<file path="src/rtl/uart_hex_receiver.sv">
// 8N1 UART receiver that decodes ASCII hex digits into a 32-bit word.
// CR or LF delivers the word on a vld/rdy handshake.
module uart_hex_receiver #(
  parameter int unsigned BIT_CYCLES = 10417
) (
  input  logic        clk,
  input  logic        rstn,
  input  logic        rxd,
  input  logic        rdy,
  output logic [31:0] dout,
  output logic        vld,
  output logic        err,
  output logic        ovf,
  output logic        busy
);

  localparam int unsigned CntW = $clog2(BIT_CYCLES);
  localparam logic [CntW-1:0] HalfLast = CntW'(BIT_CYCLES / 2 - 1);
  localparam logic [CntW-1:0] FullLast = CntW'(BIT_CYCLES - 1);

  typedef enum logic [2:0] {StIdle, StStart, StData, StStop, StBreak} state_e;

  state_e          state_q, state_d;
  logic            rx_meta_q, rs_q, rs_prev_q;
  logic [CntW-1:0] cnt_q, cnt_d;
  logic [2:0]      bit_q, bit_d;
  logic [7:0]      shift_q, shift_d;
  logic            byte_done_q, byte_done_d;
  logic            frame_err;
  logic [31:0]     acc_q, acc_d, dout_q, dout_d;
  logic [3:0]      dcnt_q, dcnt_d;
  logic            vld_q, vld_d, err_q, err_d, ovf_q, ovf_d, busy_q;
  logic            is_hex, load;
  logic [3:0]      nib;

  // Bit-level FSM: counter restarts at the start-bit midpoint so later samples land mid-bit.
  always_comb begin
    state_d     = state_q;
    cnt_d       = cnt_q + CntW'(1);
    bit_d       = bit_q;
    shift_d     = shift_q;
    byte_done_d = 1'b0;
    frame_err   = 1'b0;
    unique case (state_q)
      StIdle: begin
        cnt_d = '0;
        if (rs_prev_q && !rs_q) state_d = StStart;
      end
      StStart: begin
        if (cnt_q == HalfLast) begin
          cnt_d   = '0;
          bit_d   = '0;
          state_d = rs_q ? StIdle : StData;
        end
      end
      StData: begin
        if (cnt_q == FullLast) begin
          cnt_d   = '0;
          shift_d = {rs_q, shift_q[7:1]};
          bit_d   = bit_q + 3'd1;
          if (bit_q == 3'd7) state_d = StStop;
        end
      end
      StStop: begin
        if (cnt_q == FullLast) begin
          cnt_d = '0;
          if (rs_q) begin
            byte_done_d = 1'b1;
            state_d     = StIdle;
          end else begin
            frame_err = 1'b1;
            state_d   = StBreak;
          end
        end
      end
      StBreak: begin
        cnt_d = '0;
        if (rs_q) state_d = StIdle;
      end
      default: state_d = StIdle;
    endcase
  end

  always_comb begin
    is_hex = 1'b1;
    nib    = shift_q[3:0];
    if (shift_q >= 8'h30 && shift_q <= 8'h39) begin
      nib = shift_q[3:0];
    end else if ((shift_q >= 8'h41 && shift_q <= 8'h46) ||
                 (shift_q >= 8'h61 && shift_q <= 8'h66)) begin
      nib = shift_q[3:0] + 4'd9;
    end else begin
      is_hex = 1'b0;
    end
  end

  // Character decode runs the cycle after byte_done; shift_q is stable until the next frame.
  always_comb begin
    acc_d  = acc_q;
    dcnt_d = dcnt_q;
    load   = 1'b0;
    err_d  = frame_err;
    if (byte_done_q) begin
      if (is_hex) begin
        acc_d = {acc_q[27:0], nib};
        if (dcnt_q != 4'd8) dcnt_d = dcnt_q + 4'd1;
      end else if (shift_q == 8'h0D || shift_q == 8'h0A) begin
        if (dcnt_q != 4'd0) begin
          load   = 1'b1;
          acc_d  = '0;
          dcnt_d = '0;
        end
      end else if (shift_q != 8'h20) begin
        err_d  = 1'b1;
        acc_d  = '0;
        dcnt_d = '0;
      end
    end
    dout_d = dout_q;
    vld_d  = vld_q;
    ovf_d  = 1'b0;
    if (load) begin
      dout_d = acc_q;
      vld_d  = 1'b1;
      ovf_d  = vld_q && !rdy;
    end else if (vld_q && rdy) begin
      vld_d = 1'b0;
    end
  end

  always_ff @(posedge clk or negedge rstn) begin
    if (!rstn) begin
      rx_meta_q   <= 1'b1;
      rs_q        <= 1'b1;
      rs_prev_q   <= 1'b1;
      state_q     <= StIdle;
      cnt_q       <= '0;
      bit_q       <= '0;
      shift_q     <= '0;
      byte_done_q <= 1'b0;
      acc_q       <= '0;
      dcnt_q      <= '0;
      dout_q      <= '0;
      vld_q       <= 1'b0;
      err_q       <= 1'b0;
      ovf_q       <= 1'b0;
      busy_q      <= 1'b0;
    end else begin
      rx_meta_q   <= rxd;
      rs_q        <= rx_meta_q;
      rs_prev_q   <= rs_q;
      state_q     <= state_d;
      cnt_q       <= cnt_d;
      bit_q       <= bit_d;
      shift_q     <= shift_d;
      byte_done_q <= byte_done_d;
      acc_q       <= acc_d;
      dcnt_q      <= dcnt_d;
      dout_q      <= dout_d;
      vld_q       <= vld_d;
      err_q       <= err_d;
      ovf_q       <= ovf_d;
      busy_q      <= (state_d != StIdle);
    end
  end

  assign dout = dout_q;
  assign vld  = vld_q;
  assign err  = err_q;
  assign ovf  = ovf_q;
  assign busy = busy_q;

endmodule
</file>
<file path="config.mk">
export PLATFORM = sky130hd
export DESIGN_NAME = uart_hex_receiver
export DESIGN_NICKNAME = d
export VERILOG_FILES = /design/src/rtl/uart_hex_receiver.sv
export SDC_FILE = /design/constraint.sdc
export NUM_CORES = 1
export LEC_CHECK = 0
export CORE_UTILIZATION = 35
export DETAILED_ROUTE_END_ITERATION = 16
export DONT_BUFFER_PORTS = 1
export HOLD_SLACK_MARGIN = 0.05
export PLACE_DENSITY = 0.49
export SLEW_MARGIN = 15
export SYNTH_ARGS = -nofsm -noshare
export SYNTH_HDL_FRONTEND = slang
export SYNTH_SLANG_ARGS = --single-unit
</file>
<file path="constraint.sdc">
create_clock -name clk -period 2.8 [get_ports clk]
set_input_delay 0.7 -clock clk [delete_from_list [all_inputs] [get_ports clk]]
set_output_delay 0.7 -clock clk [all_outputs]
set_load 0.01 [all_outputs]
</file>
==> results summary <==
The count of port buffers added during placement came out at 0. In this run, synthesis produced a sequential element count of 104. The core region is 12100 µm². By instance count, the leading cell after synthesis is dfrtp_1.

The biggest fanout along the worst timing path is 16. The actual slew at the worst max-slew pin came out at 0.416 ns. The congestion estimate from routability-driven global placement came to 0.740.

The internal portion of total power came out at 2.32 mW. The count of unique library cells instantiated by Yosys is 45. The worst setup path is launched from a flop. For this run, the leading register cell type out of synthesis is dfrtp_1. The tree is rooted in a clkbuf_16. The min-delay analysis places its worst path in the category input pin to async pin. In this run the count of I/O pins placed on the die edge is 40. For this run, the number of standard cells in the final layout without fillers is 527. The final-report max-slew violation count was 0. Setup repair after global routing left no endpoint under its margin. The global-route total usage across every layer is 13.6%. The first-pass GRT wire length came out at 13600 µm. Setup violations remaining at the end of the flow were counted as 0. The area share of the largest cell type after synthesis came out at 57.8%. Adding up every negative setup slack in the final design gives 0 ns. The critical path starts at shift_q[1]$_DFFE_PN0P_. The analysis attributes to net switching a power of 0.666 mW. The ratio of routed vias to standard cells is 4.96.

The post-synthesis async set-or-reset flop share is 100%. Ranked by instance count, the synthesized netlist is headed by 101 x dfrtp_1, 34 x mux2_2, 34 x nand2_1, 33 x a22o_1, 27 x nor2_1. The number of antenna violations at the first check in global routing is 0.

The detailed-route DRC error count is 0. The maximum resistive drop on vdd is 251 µV. The die outline area came out at 12900 µm². The routed design could run at a clock period as short as 2.35 ns. The number of max-capacitance violations reported came out at 0. The final net count is 369.

The power share of the sequential group came out at 53.6%. The vertical extent of the die is 114 µm. The multi-input combinational cells in the finished layout cover a total of 1670 µm².

The depth of the most critical reg-to-reg path came out at 9. In the final routed layout, each cell accounts on average for 14.9 µm. The combined flip-flop and latch cell area came out at 2610 µm².

The number of warning messages in the yosys log came out at 0. The reported leakage power is 2.39 nW. The share of the cycle needed by the critical path after routing is 83.8%. From left edge to right edge, the die measures 114 µm.

The detailed-router iteration count before antenna repair is 4. The number of endpoints with negative hold slack in the final report was 0. The arrival time at the worst endpoint is 2.63 ns.

TritonCTS built the clock tree. In the final layout, the share of cells above drive strength 1 is 18.9%. The proportion of synthesized chip area in sequential cells is 59.6%. The final route contains 2614 vias. The post-synth net total came out at 366. Synthesis produced 352 cells. The number of CTS-inserted buffers is 9.

The placed wire-length estimate is 5060 µm. The iteration-0 DRC count of the detailed router is 135. The clock arrives with 0.00687 ns of skew.

The count of H-tree levels built during CTS came out at 3. The detail route stage leaves a number of antenna-violating nets equal to 0. The count of antenna diodes in the layout is 0. The global-route congestion overflow total came out at 0. The average footprint of a synthesized cell came out at 12.4 µm².

In this run the cell area of the synthesized design comes to 4370 µm². The pin count of the biggest net entering global routing is 105. The headroom to the max-slew limit is 72.2%. Yosys attributes the largest share of cell area to dfrtp_1 58%, mux2_2 8.8%, a22o_1 6.6%. The post-CTS setup-driven buffer insertion count is 0. Including well taps, the total number of placed cells is 512.

The final hold slack came out at 0.0415 ns. The insertion delay of the later-clocked pin in the worst-skew pair is 0.35 ns. The largest total area in the synthesized netlist belongs to dfrtp_1. The critical path capture point type is a flop. The switching part of the total power is 22.3%. The number of global-route vias before repair is 2682.

The peak clock frequency supported by timing came out at 0.426 GHz. The flow ran to the end, and the final reports show no timing, DRC or antenna violations. The floorplan has 40 rows.

The number of enable-type register cells in the synthesized netlist is 0. The relative contribution of the clock network to total power is 42.1%. The share of power burned in combinational logic came out at 4.3%. The tree built by TritonCTS fans out to 104 sinks. The setup slack of the worst register-to-register path is 0.45 ns. Power spread over the standard cell area amounts to 613 nW/µm². The effective utilization at floorplan is 36.1%. The CTS clock-pin slew for the worst setup and hold paths came out at 0.07 ns. The worst register-to-register path begins at shift_q[1]$_DFFE_PN0P_. The worst register-to-register path ends at acc_q[12]$_DFFE_PN0P_. Relative to the synthesized area, the layout overhead comes to 11.5%. The clock passes through at most 2 buffers. After filler insertion, the fill cell instance count of the layout stands at 1188. The kind of critical path is flop to flop. STA puts the critical path data required time at 3.08 ns. The sum of routed wire length over all layers came out at 7830 µm.
[worst max-delay path, stage by stage, from the launching register on]
cell	delay, ns
dfrtp_1	0.45
inv_1	0.11
ha_1	0.22
nor3b_1	0.14
and4bb_2	0.34
nor2_1	0.05
buf_4	0.17
nor2_2	0.35
buf_4	0.30
a22o_1	0.15
[worst max path at each step]
stage	end	cells past startpoint
floorplan	busy$_DFF_PN0_	7
global placement	acc_q[4]$_DFFE_PN0P_	9
detailed placement	acc_q[13]$_DFFE_PN0P_	9
CTS	acc_q[12]$_DFFE_PN0P_	9
global route	acc_q[17]$_DFFE_PN0P_	9
finish	acc_q[12]$_DFFE_PN0P_	9
[registers in the layout, summed over array words and instances (netlist names)]
name and count:
acc_q 32, bit_q 3, busy 1, byte_done_q 1, cnt_q 14, dcnt_q 4, dout 32, err 1
ovf 1, rs_prev_q 1, rs_q 1, rx_meta_q 1, shift_q 8, state_q 3, vld 1
[power groups by stage]
stage                     sequential, mW  clock [mW]  combinational, mW
after detailed placement            1.63           0              0.132
after global routing                1.61        1.38              0.150
after floorplan                     1.62           0              0.110
after global placement              1.63           0              0.131
final                               1.60        1.26              0.129
after CTS                           1.60        1.31              0.133
[per-layer routing]
layer / vias to the layer above / GRT usage (%) / wire length, µm
met5: - / 0 / 0
met4: 0 / 6.49 / 167
met3: 12 / 3.77 / 338
met2: 38 / 20.6 / 3560
met1: 1309 / 18.0 / 3760
li1: 1255 / - / -
[logic make-up (layout without fill, tap and decap cells)]
family          after synthesis  after routing  share of synthesized area, %
xor+xnor                     12             12                          2.40
simple gates                106            106                          13.2
mux                          35             35                          8.98
compound gates               60             60                          10.5
buf+inv                      25             32                          2.43
flops                       104            104                          59.6
fa+ha+maj                    10             10                          2.86
[through the flow]
step / setup WS, ns / area (µm²) / power (mW) / utilization [%]
CTS: 0.454 / 4880 / 3.04 / 40.3
global route: 0.268 / 4880 / 3.14 / 40.3
global placement: 0.480 / 4580 / 1.76 / 37.8
finish: 0.455 / 4880 / 2.99 / 40.3
floorplan: 0.686 / 4370 / 1.73 / -
detailed placement: 0.457 / 4580 / 1.76 / 37.8
[cell usage in the layout (no fill, tap or decap), types with 6 or more instances in the layout]
cell,synthesis,routed
a22o_1,33,33
and3_1,6,6
clkbuf_16,0,9
dfrtp_1,101,101
ha_1,10,10
inv_1,11,11
mux2_2,34,34
nand2_1,34,34
nand3_1,7,7
nor2_1,27,26
o21ai_0,11,11
xor2_1,8,8
[area by class of cell]
type / count / share of cell area [%]
clock buffer: 11 / 4.98
clock inverter: 4 / 1.08
inverter: 11 / 0.847
multi-input combinational: 223 / 34.2
sequential: 104 / 53.4
tap: 168 / 4.31
timing repair buffer: 6 / 1.18
[repair_timing]
item,in CTS,in global routing
resized for setup,0,0
endpoints found under the hold margin,101,101
endpoints found under the setup margin,0,0
(Power assumes the default switching activity.)
